File: src/rtl/dmem_arbiter.sv
// dmem_arbiter
//   Two-requester arbiter/sequencer for the single-port data memory.
//   Port C (core load/store) and port L (loader/debug) share one
//   fixed-latency synchronous memory. One request is in flight at a time.
//   Each request passes through IDLE -> ISSUE -> WAIT -> RESP and finishes
//   with a single-cycle resp_valid pulse to the owner.
//
//   Configuration macro: DMEM_ARB_RR_EN
//     defined   : ties go round-robin. The port not served last wins, and
//                 the first tie after reset goes to C.
//     undefined : fixed priority, so C wins every tie.
//
//   Ports
//     clk, rst                      clock, synchronous active-high reset
//     c_/l_valid, c_/l_ready        request handshake (ready only in IDLE)
//     c_/l_we, _addr, _wdata        request payload
//     c_/l_resp_valid, c_/l_rdata   completion pulse and load data
//                                   (rdata is 0 for stores and holds
//                                   between responses)
//     mem_en/we/addr/wdata/rdata    memory interface; rdata is valid
//                                   MEM_LATENCY cycles after mem_en
//     busy                          high in any state other than IDLE
//     grant_id                      owner of current/last access (0=C, 1=L)
module dmem_arbiter #(
    parameter int unsigned DATA_WIDTH  = 32,
    parameter int unsigned ADDR_WIDTH  = 32,
    parameter int unsigned MEM_LATENCY = 1
) (
    input  logic                  clk,
    input  logic                  rst,
    input  logic                  c_valid,
    output logic                  c_ready,
    input  logic                  c_we,
    input  logic [ADDR_WIDTH-1:0] c_addr,
    input  logic [DATA_WIDTH-1:0] c_wdata,
    output logic                  c_resp_valid,
    output logic [DATA_WIDTH-1:0] c_rdata,
    input  logic                  l_valid,
    output logic                  l_ready,
    input  logic                  l_we,
    input  logic [ADDR_WIDTH-1:0] l_addr,
    input  logic [DATA_WIDTH-1:0] l_wdata,
    output logic                  l_resp_valid,
    output logic [DATA_WIDTH-1:0] l_rdata,
    output logic                  mem_en,
    output logic                  mem_we,
    output logic [ADDR_WIDTH-1:0] mem_addr,
    output logic [DATA_WIDTH-1:0] mem_wdata,
    input  logic [DATA_WIDTH-1:0] mem_rdata,
    output logic                  busy,
    output logic                  grant_id
);

    typedef enum logic [1:0] {
        ST_IDLE  = 2'd0,
        ST_ISSUE = 2'd1,
        ST_WAIT  = 2'd2,
        ST_RESP  = 2'd3
    } state_t;

    localparam logic [3:0] LAT_M1 = 4'(MEM_LATENCY - 1);

    state_t     state, state_nxt;
    logic [3:0] cnt;
    logic       we_q;
    logic       grant_l;   // winner when at least one port is valid: 1 = L
    logic       accept;

    // ---------------- arbitration ----------------
`ifdef DMEM_ARB_RR_EN
    logic last_l;          // 1 = L was served by the previous transaction

    always_comb begin
        if (c_valid && l_valid)
            grant_l = ~last_l;
        else
            grant_l = ~c_valid;
    end
`else
    always_comb begin
        grant_l = ~c_valid;
    end
`endif

    assign accept = (state == ST_IDLE) && (c_valid || l_valid);

    // ---------------- state register ----------------
    always_ff @(posedge clk) begin
        if (rst)
            state <= ST_IDLE;
        else
            state <= state_nxt;
    end

    // ---------------- next-state logic ----------------
    always_comb begin
        state_nxt = state;
        unique case (state)
            ST_IDLE:  if (c_valid || l_valid) state_nxt = ST_ISSUE;
            ST_ISSUE: state_nxt = ST_WAIT;
            ST_WAIT:  if (cnt == 4'd0) state_nxt = ST_RESP;
            ST_RESP:  state_nxt = ST_IDLE;
            default:  state_nxt = ST_IDLE;
        endcase
    end

    // ---------------- output logic ----------------
    always_comb begin
        c_ready      = 1'b0;
        l_ready      = 1'b0;
        mem_en       = 1'b0;
        c_resp_valid = 1'b0;
        l_resp_valid = 1'b0;
        busy         = (state != ST_IDLE);
        // The latched we survives into IDLE, so gate it with busy to keep mem_we low there.
        mem_we       = (state != ST_IDLE) && we_q;
        unique case (state)
            ST_IDLE: begin
                c_ready = c_valid && !grant_l;
                l_ready = l_valid &&  grant_l;
            end
            ST_ISSUE: mem_en = 1'b1;
            ST_RESP: begin
                c_resp_valid = !grant_id;
                l_resp_valid =  grant_id;
            end
            default: ;
        endcase
    end

    // ---------------- datapath registers ----------------
    always_ff @(posedge clk) begin
        if (rst) begin
            cnt       <= '0;
            we_q      <= 1'b0;
            mem_addr  <= '0;
            mem_wdata <= '0;
            grant_id  <= 1'b0;
            c_rdata   <= '0;
            l_rdata   <= '0;
`ifdef DMEM_ARB_RR_EN
            last_l    <= 1'b1;
`endif
        end else begin
            if (accept) begin
                we_q      <= grant_l ? l_we    : c_we;
                mem_addr  <= grant_l ? l_addr  : c_addr;
                mem_wdata <= grant_l ? l_wdata : c_wdata;
                grant_id  <= grant_l;
`ifdef DMEM_ARB_RR_EN
                last_l    <= grant_l;
`endif
            end
            if (state == ST_ISSUE)
                cnt <= LAT_M1;
            if (state == ST_WAIT) begin
                cnt <= cnt - 4'd1;
                // Capture in the cycle mem_rdata is valid. This keeps mem_rdata off any combinational output path.
                if (cnt == 4'd0) begin
                    if (grant_id)
                        l_rdata <= we_q ? '0 : mem_rdata;
                    else
                        c_rdata <= we_q ? '0 : mem_rdata;
                end
            end
        end
    end

endmodule

File: config.mk
export PLATFORM = sky130hd
export DESIGN_NAME = dmem_arbiter
export DESIGN_NICKNAME = d
export VERILOG_FILES = /design/src/rtl/dmem_arbiter.sv
export SDC_FILE = /design/constraint.sdc
export NUM_CORES = 1
export LEC_CHECK = 0
export ABC_AREA = 0
export ABC_CLOCK_PERIOD_IN_PS = 1800
export BUFFER_PORTS_ARGS = -buffer_cell sky130_fd_sc_hd__buf_2
export CAP_MARGIN = 10
export CORE_ASPECT_RATIO = 0.9
export CORE_MARGIN = 1
export CORE_UTILIZATION = 35
export DETAILED_ROUTE_END_ITERATION = 7
export PLACE_DENSITY_LB_ADDON = 0.05
export RECOVER_POWER = 50
export SLEW_MARGIN = 20
export SYNTH_ARGS = -nofsm -noshare
export SYNTH_HDL_FRONTEND = slang
export SYNTH_SLANG_ARGS = --single-unit
File: constraint.sdc
create_clock -name clk -period 1.8 [get_ports clk]
set_input_delay 0.36 -clock clk [delete_from_list [all_inputs] [get_ports clk]]
set_output_delay 0.36 -clock clk [all_outputs]
set_load 0.02 [all_outputs]
## Word level (Yosys, flattened, before mapping)

Index checks and enable logic that the tools add are counted.

| operators by class | value |
|---|---|
| add/sub/neg operators | 1 |
| eq/ne operators | 5 |
| mux-type cells | 14 |
| bitwise operators | 2 |
| reductions and logical operators | 12 |

Operators with widths:

| operator | number |
|---|---|
| two-way mux 32 bit | 3 |
| two-way mux 4 bit | 2 |
| case mux 2 bit (4 select lines) | 1 |
| two-way mux 1 bit | 6 |
| AND reduction 3 bit | 2 |
| == test 2 bit (second input constant) | 2 |
| logical NOT 4 bit | 1 |
| two-way mux 2 bit | 2 |
| nonzero test 2 bit | 2 |
| subtractor 4 x 1 -> 4 bit (second input constant) | 1 |
| logical AND 1 bit | 3 |
| == test 2 x 1 -> 1 bit (second input constant) | 1 |
| logical NOT 2 bit | 1 |
| != test 2 x 1 -> 1 bit (second input constant) | 1 |
| != test 2 bit (second input constant) | 1 |
| NOT 1 bit | 2 |
| AND reduction 2 bit | 1 |
| logical NOT 1 bit | 1 |
| logical OR 1 bit | 1 |

| word-level totals | value |
|---|---|
| flip-flop bits (word level) | 136 |
| input port bits | 166 |
| output and inout port bits | 136 |

## Longest topological paths before layout

Gate-level depths: netlist of run 1.

| depth | value |
|---|---|
| depth after elaboration | 3 |
| depth in mapped cells | 7 |
| depth with buffers taken out | 5 |

## Least setup slack after synthesis of run 1

No wires, ideal clock.

| timing | value |
|---|---|
| kind | reg-to-output |
| start | reg grant_id |
| end | out l_resp_valid |
| arrival | 1221 ps |
| required time | 1440 ps |
| slack | 219 ps |
| stages on the path, launching flop included | 4 |
| buffers on the path | 2 |
| cells stage by stage | dfxtp_1 buf_1 buf_6 and2_1 |

| between the ends | value |
|---|---|
| word-level cells in the longest chain between the ends | 1 |

RTL lines:

| element | line | source |
|---|---|---|
| from (decl) | 51 | `output logic grant_id` |
| from (signal assigned) | 149 | `grant_id <= grant_l;` |
| two-way mux 1 bit | 117 | `unique case (state)` |
| to (decl) | 43 | `output logic l_resp_valid,` |

Every way passes these cells.

## Final worst setup path of run 1

| timing | value |
|---|---|
| start | reg state[0] |
| end | out l_ready |

| between the ends | value |
|---|---|
| word-level cells in the longest chain between the ends | 2 |

RTL lines:

| element | line | source |
|---|---|---|
| from (decl) | 63 | `state_t state, state_nxt;` |
| from (signal assigned) | 92 | `state <= state_nxt;` |
| logical NOT 2 bit | 117 |  |
| two-way mux 1 bit | 117 |  |
| to (decl) | 39 | `output logic l_ready,` |

Every way passes these cells.

==> results of run 1 <==
final cells by class:
| class | instances | area share |
|---|---|---|
| multi-input combinational | 455 | 0.380 |
| timing repair buffer | 322 | 0.191 |
| tap | 240 | 0.0358 |
| sequential | 136 | 0.325 |
| clock inverter | 13 | 0.0130 |
| inverter | 9 | 0.00403 |
| clock buffer | 18 | 0.0512 |
worst paths after layout:
kind / from / endpoint / cells after the start
hold / removal: rst / mem_wdata[10] / 2
hold reg to reg: c_rdata[23] / c_rdata[23] / 2
setup / recovery: state[0] / l_ready / 5
setup reg to reg: cnt[0] / l_rdata[6] / 6
routing by layer:
layer	up-vias	part of all wire	global-route usage
li1	2923	-	-
met1	2631	0.43	0.236
met2	187	0.49	0.341
met3	13	0.061	0.0561
met4	0	0.012	0.0514
met5	-	0	0
cell usage in the layout (no fill, tap or decap), drive strengths merged, types with 2 or more instances in the layout:
cell,instances
nor2,66
nor3,2
and2b,31
o21ai,66
nor2b,4
nand2,5
ha,6
clkinvlp,6
mux2i,66
dfxtp,136
and2,3
nand3,65
inv,9
a211oi,66
a21oi,66
clkbuf,147
buf,193
clkinv,6
cells by family (layout without fill, tap and decap cells):
group	Yosys count	count (layout)	share of synthesized area
buf+inv	77	362	0.0824
mux	66	66	0.103
flops	136	136	0.425
fa+ha+maj	6	6	0.0117
simple gates	180	180	0.143
compound gates	203	203	0.235
through the flow:
stage               power [mW]  hold slack [ns]  setup slack [ns]
floorplan                 8.18            0.457             0.219
global placement          9.50            0.457             0.241
detailed placement        9.60            0.464             0.162
CTS                       12.9            0.267           0.00157
global route              13.3            0.269            0.0141
finish                    12.6            0.281            0.0930
synthesized netlist by cell type (all sizes together):
cell type	count
a211oi	66
a21oi	66
a32o	1
and2	3
and2b	31
and4bb	1
buf	42
clkbuf	26
dfxtp	136
ha	6
inv	9
mux2i	66
nand2	5
nand3	65
nand4b	1
nand4bb	1
nor2	66
nor2b	4
nor3	2
nor3b	1
o21a	1
o21ai	66
o221a	1
o22ai	1
o32a	1
flip-flops by register name, indices dropped and copies added, names as in the netlist:
register / cells
c_rdata: 32
cnt: 4
grant_id: 1
l_rdata: 32
mem_addr: 32
mem_wdata: 32
state: 2
we_q: 1
critical path, stage by stage (launching register included):
cell and delay [ns]:
dfxtp_2 0.34, inv_2 0.08, ha_4 0.16, nand2_1 0.09, nor2_2 0.12, buf_6 0.14
where the power goes:
| part | internal [mW] | switching (mW) | total (mW) |
|---|---|---|---|
| logic | 1.80 | 3.44 | 5.24 |
| clock network | 1.87 | 1.30 | 3.17 |
| registers | 3.73 | 0.416 | 4.14 |
| total | 7.40 | 5.15 | 12.6 |
==> flow_summary_export.csv, run 1 <==
group,metric,value,unit
die,coreArea,17800,sq um
power,irDropWorstVdd,0.720,mV
route,drt_iter0_drc,236,
cells_and_area,multi_input_area,3180,sq um
power,power_density,1500,nW/um^2
die,chipHeight,130,um
route,viasPerCell,4.82,
cells_and_area,insertedDiodeCount,0,
clock_tree,clk_path_buf_depth,2,
grt,grt_antenna_before_repair,0,
timing,period_minus_slack,1.71,ns
synthesis,synth.top_cell.area_share,0.425,
cells_and_area,fill_cells,1794,
clock_tree,clk_pin_slew_worst_paths,0.06,ns
timing,relSlewSlack,0.756,
route,vias,5754,
clock_tree,tritoncts,"yes",
flow_run,cap_viol_max_count,0,
die,dieArea,18900,sq um
synthesis,yosysSeqAreaShare,0.425,
die,start_util,0.360,
worst_setup_path,ff2ff_setup_slack,0.26,ns
synthesis,syn_area,6410,sq um
clock_tree,cts_hold_buf,0,
power,leakage,3.39,nW
clock_tree,root_buffer,"clkbuf_16",
grt,grt_pass1_wl,28200,um
worst_setup_path,required,1.44,ns
worst_setup_path,worstPathArrival,1.35,ns
min_path,min_path_type,"input port to flop",
grt,grt_use_total,0.196,
cells_and_area,postLayoutCellArea,8390,sq um
cells_and_area,regArea,2730,sq um
synthesis,synth.area.top_cells,"dfxtp_1, a211oi_2, mux2i_1",
cells_and_area,area_growth,30.9,%
timing,setup-tns-final,0,ns
timing,fin_skew,0.00805,ns
cells_and_area,final_util,0.472,
die,pin_count,302,
clock_tree,cts_max_level,4,
route,dr.pass1.iters,5,
clock_tree,cts_resized,6,
worst_setup_path,cp-end-kind,"output pin",
worst_setup_path,cp-start-kind,"flop",
synthesis,ys_ff_latch,136,
clock_tree,clkSinkCount,136,
grt,grt-ovfl-total,0,
timing,finalSetupViolCount,0,
die,fp.dieW,145,um
cells_and_area,drive_gt1_frac,0.310,
synthesis,syn-instance-count,668,
timing,fmax,0.586,GHz
timing,slew_viol_final,0,
cells_and_area,fin_nets,1113,
die,row_count,46,
timing,rsz0062_at_grt,"no",
placed_design,place_congestion,0.738,
synthesis,yosys_warnings,0,
cells_and_area,finalNonFillerCells,1193,
synthesis,avgSynthCellArea,9.59,sq um
placed_design,dpl.hpwl,13400,um
clock_tree,cts_post_setup_buffers_inserted,0,
route,routedWlPerCell,15.5,um
route,antenna_left,0,
clock_tree,cts-buffers-inserted,17,
synthesis,ys_types,32,
placed_design,dp.cells,1162,
outcome,status,"finished clean",
timing,hold_viol,0,
clock_tree,worstSkewPairLatency,0.41,ns
placed_design,port_buffers,301,
synthesis,synthesis.nets,840,
synthesis,yosys.area.top_type,"dfxtp_1",
timing,worst_pin_slew,0.356,ns
timing,fin_crit_sh,0.948,
route,post-route-drc-count,0,
worst_setup_path,worstSetupPathType,"flop to output pin",
placed_design,post_dp_cell_area,7990,sq um
grt,grt_max_degree,65,
worst_setup_path,crit_fanout,6,
route,wirelength,18500,um
grt,grt_pass1_vias,5582,
(Power assumes the default switching activity.)
==> run 2, diff against run 1 <==
--- a/config.mk
+++ b/config.mk
@@ -15,7 +15,7 @@
 export DETAILED_ROUTE_END_ITERATION = 7
 export PLACE_DENSITY_LB_ADDON = 0.05
 export RECOVER_POWER = 50
-export SLEW_MARGIN = 20
+export SLEW_MARGIN = 10
 export SYNTH_ARGS = -nofsm -noshare
 export SYNTH_HDL_FRONTEND = slang
 export SYNTH_SLANG_ARGS = --single-unit
==> constraint.sdc (replaced) <==
create_clock -name clk -period 1.8 [get_ports clk]
set_input_delay 0.45 -clock clk [delete_from_list [all_inputs] [get_ports clk]]
set_output_delay 0.45 -clock clk [all_outputs]
set_load 0.02 [all_outputs]
==> flow_summary_export.csv, run 2 (synthesized netlist as in run 1, its figures left out) <==
group,metric,value,unit
placed_design,dpl.hpwl,13700,um
placed_design,place_congestion,0.763,
timing,period_minus_slack,1.77,ns
route,post-route-drc-count,0,
worst_setup_path,cp-start-kind,"flop",
timing,slew_viol_final,0,
clock_tree,tritoncts,"yes",
clock_tree,clkSinkCount,136,
worst_setup_path,ff2ff_setup_slack,0.16,ns
timing,fin_crit_sh,0.983,
grt,grt_pass1_wl,29400,um
die,pin_count,302,
clock_tree,cts-buffers-inserted,17,
cells_and_area,drive_gt1_frac,0.448,
timing,finalSetupViolCount,0,
grt,grt_pass1_vias,5750,
worst_setup_path,rr_endpoint,"l_rdata[2]",
route,viasPerCell,4.90,
flow_run,cap_viol_max_count,0,
grt,grt_antenna_before_repair,0,
clock_tree,root_buffer,"clkbuf_16",
route,drt_iter0_drc,202,
worst_setup_path,worstSetupPathType,"flop to output pin",
worst_setup_path,required,1.35,ns
cells_and_area,final_util,0.493,
die,row_count,46,
timing,hold_viol,0,
timing,final.setup.worst_slack,0.0303,ns
timing,fin_skew,0.00839,ns
clock_tree,worstSkewPairLatency,0.42,ns
cells_and_area,multi_input_area,3190,sq um
cells_and_area,final_common_cell,"buf_2",
min_path,holdPathStages,2,
cells_and_area,fill_cells,1714,
clock_tree,cts_hold_buf,0,
grt,grt_max_degree,74,
timing,rsz0062_at_grt,"yes",
cells_and_area,area_growth,36.8,%
worst_setup_path,startpoint,"state[0]",
outcome,status,"finished clean",
grt,grt-ovfl-total,0,
die,coreArea,17800,sq um
clock_tree,clk_pin_slew_worst_paths,0.06,ns
timing,holdWs,0.319,ns
worst_setup_path,worstPathArrival,1.32,ns
timing,fmax,0.565,GHz
worst_setup_path,crit_fanout,6,
timing,relSlewSlack,0.537,
cells_and_area,regArea,2730,sq um
timing,setup-tns-final,0,ns
cells_and_area,fin_nets,1119,
power,irDropWorstVdd,0.722,mV
route,routedWlPerCell,15.9,um
clock_tree,clk_path_buf_depth,2,
cells_and_area,layout_common_cells,"buf_2, dfxtp_1",
worst_setup_path,endpoint,"l_ready",
clock_tree,cts_max_level,4,
die,chipHeight,130,um
power,leakage,4.02,nW
route,antenna_left,0,
placed_design,dp_slack,0.158,ns
min_path,min_path_type,"input port to flop",
cells_and_area,insertedDiodeCount,0,
route,dr.pass1.iters,4,
route,vias,5877,
timing,worst_pin_slew,0.693,ns
die,dieArea,18900,sq um
power,p_total,13.5,mW
placed_design,port_buffers,301,
route,wirelength,19100,um
worst_setup_path,r2r_cells,7,
die,start_util,0.360,
die,fp.dieW,145,um
grt,grt_use_total,0.203,
worst_setup_path,cp-end-kind,"output pin",
worst_setup_path,r2r_start,"state[0]",
power,power_density,1540,nW/um^2
## run 2: cell types whose count changed in the layout (fill, tap and decap cells not counted), sizes merged
| cell | delta |
|---|---|
| buf | +135 |
| clkinvlp | -5 |
| inv | +3 |
| clkbuf | -128 |
| bufinv | +3 |
| clkinv | -1 |
## run 2: area by class of cell
cell class,instances,area share
clock buffer,19,0.0494
sequential,136,0.312
multi-input combinational,455,0.363
clock inverter,13,0.0221
tap,240,0.0342
inverter,9,0.00414
timing repair buffer,328,0.215
## run 2: worst min path at each step
stage                      startpoint      endpoint  slack (ns)
after floorplan                cnt[0]        cnt[0]        0.46
after global placement    c_rdata[14]   c_rdata[14]        0.46
after detailed placement  c_rdata[14]   c_rdata[14]        0.46
after CTS                         rst  mem_addr[30]        0.31
after global routing              rst  mem_addr[30]        0.33
final                             rst  mem_addr[30]        0.32
## run 2: worst max-delay path, stage by stage (launching register included)
cell	delay, ns
dfxtp_4	0.36
inv_4	0.06
ha_4	0.16
nand2_2	0.06
nor2_1	0.10
buf_4	0.16
## run 2: layer usage
metal / part of all wire / wire (um) / up-vias / global-route usage
met2: 0.50 / 9570 / 202 / 0.356
met3: 0.058 / 1120 / 17 / 0.0492
met4: 0.015 / 284 / 0 / 0.0700
li1: - / - / 2941 / -
met1: 0.43 / 8150 / 2717 / 0.241
met5: 0 / 0 / - / 0
## run 2: power by group
group / total, mW / switching (mW) / leakage [nW] / internal (mW)
clock network: 3.74 / 1.40 / 0.303 / 2.34
logic: 5.62 / 3.49 / 2.61 / 2.13
registers: 4.15 / 0.420 / 1.12 / 3.73
total: 13.5 / 5.30 / 4.02 / 8.20
## run 2: per-stage QoR
step / instance area (sq um) / cells
detailed placement: 8090 / 1166
floorplan: 6410 / 668
global placement: 8090 / 1166
CTS: 8740 / 1198
global route: 8770 / 1200
finish: 8770 / 1200
## run 2: timing repair
action,CTS,global route
pin swaps,1,2
setup buffers,0,2
gates resized for setup,9,5
setup endpoints to repair,4,4
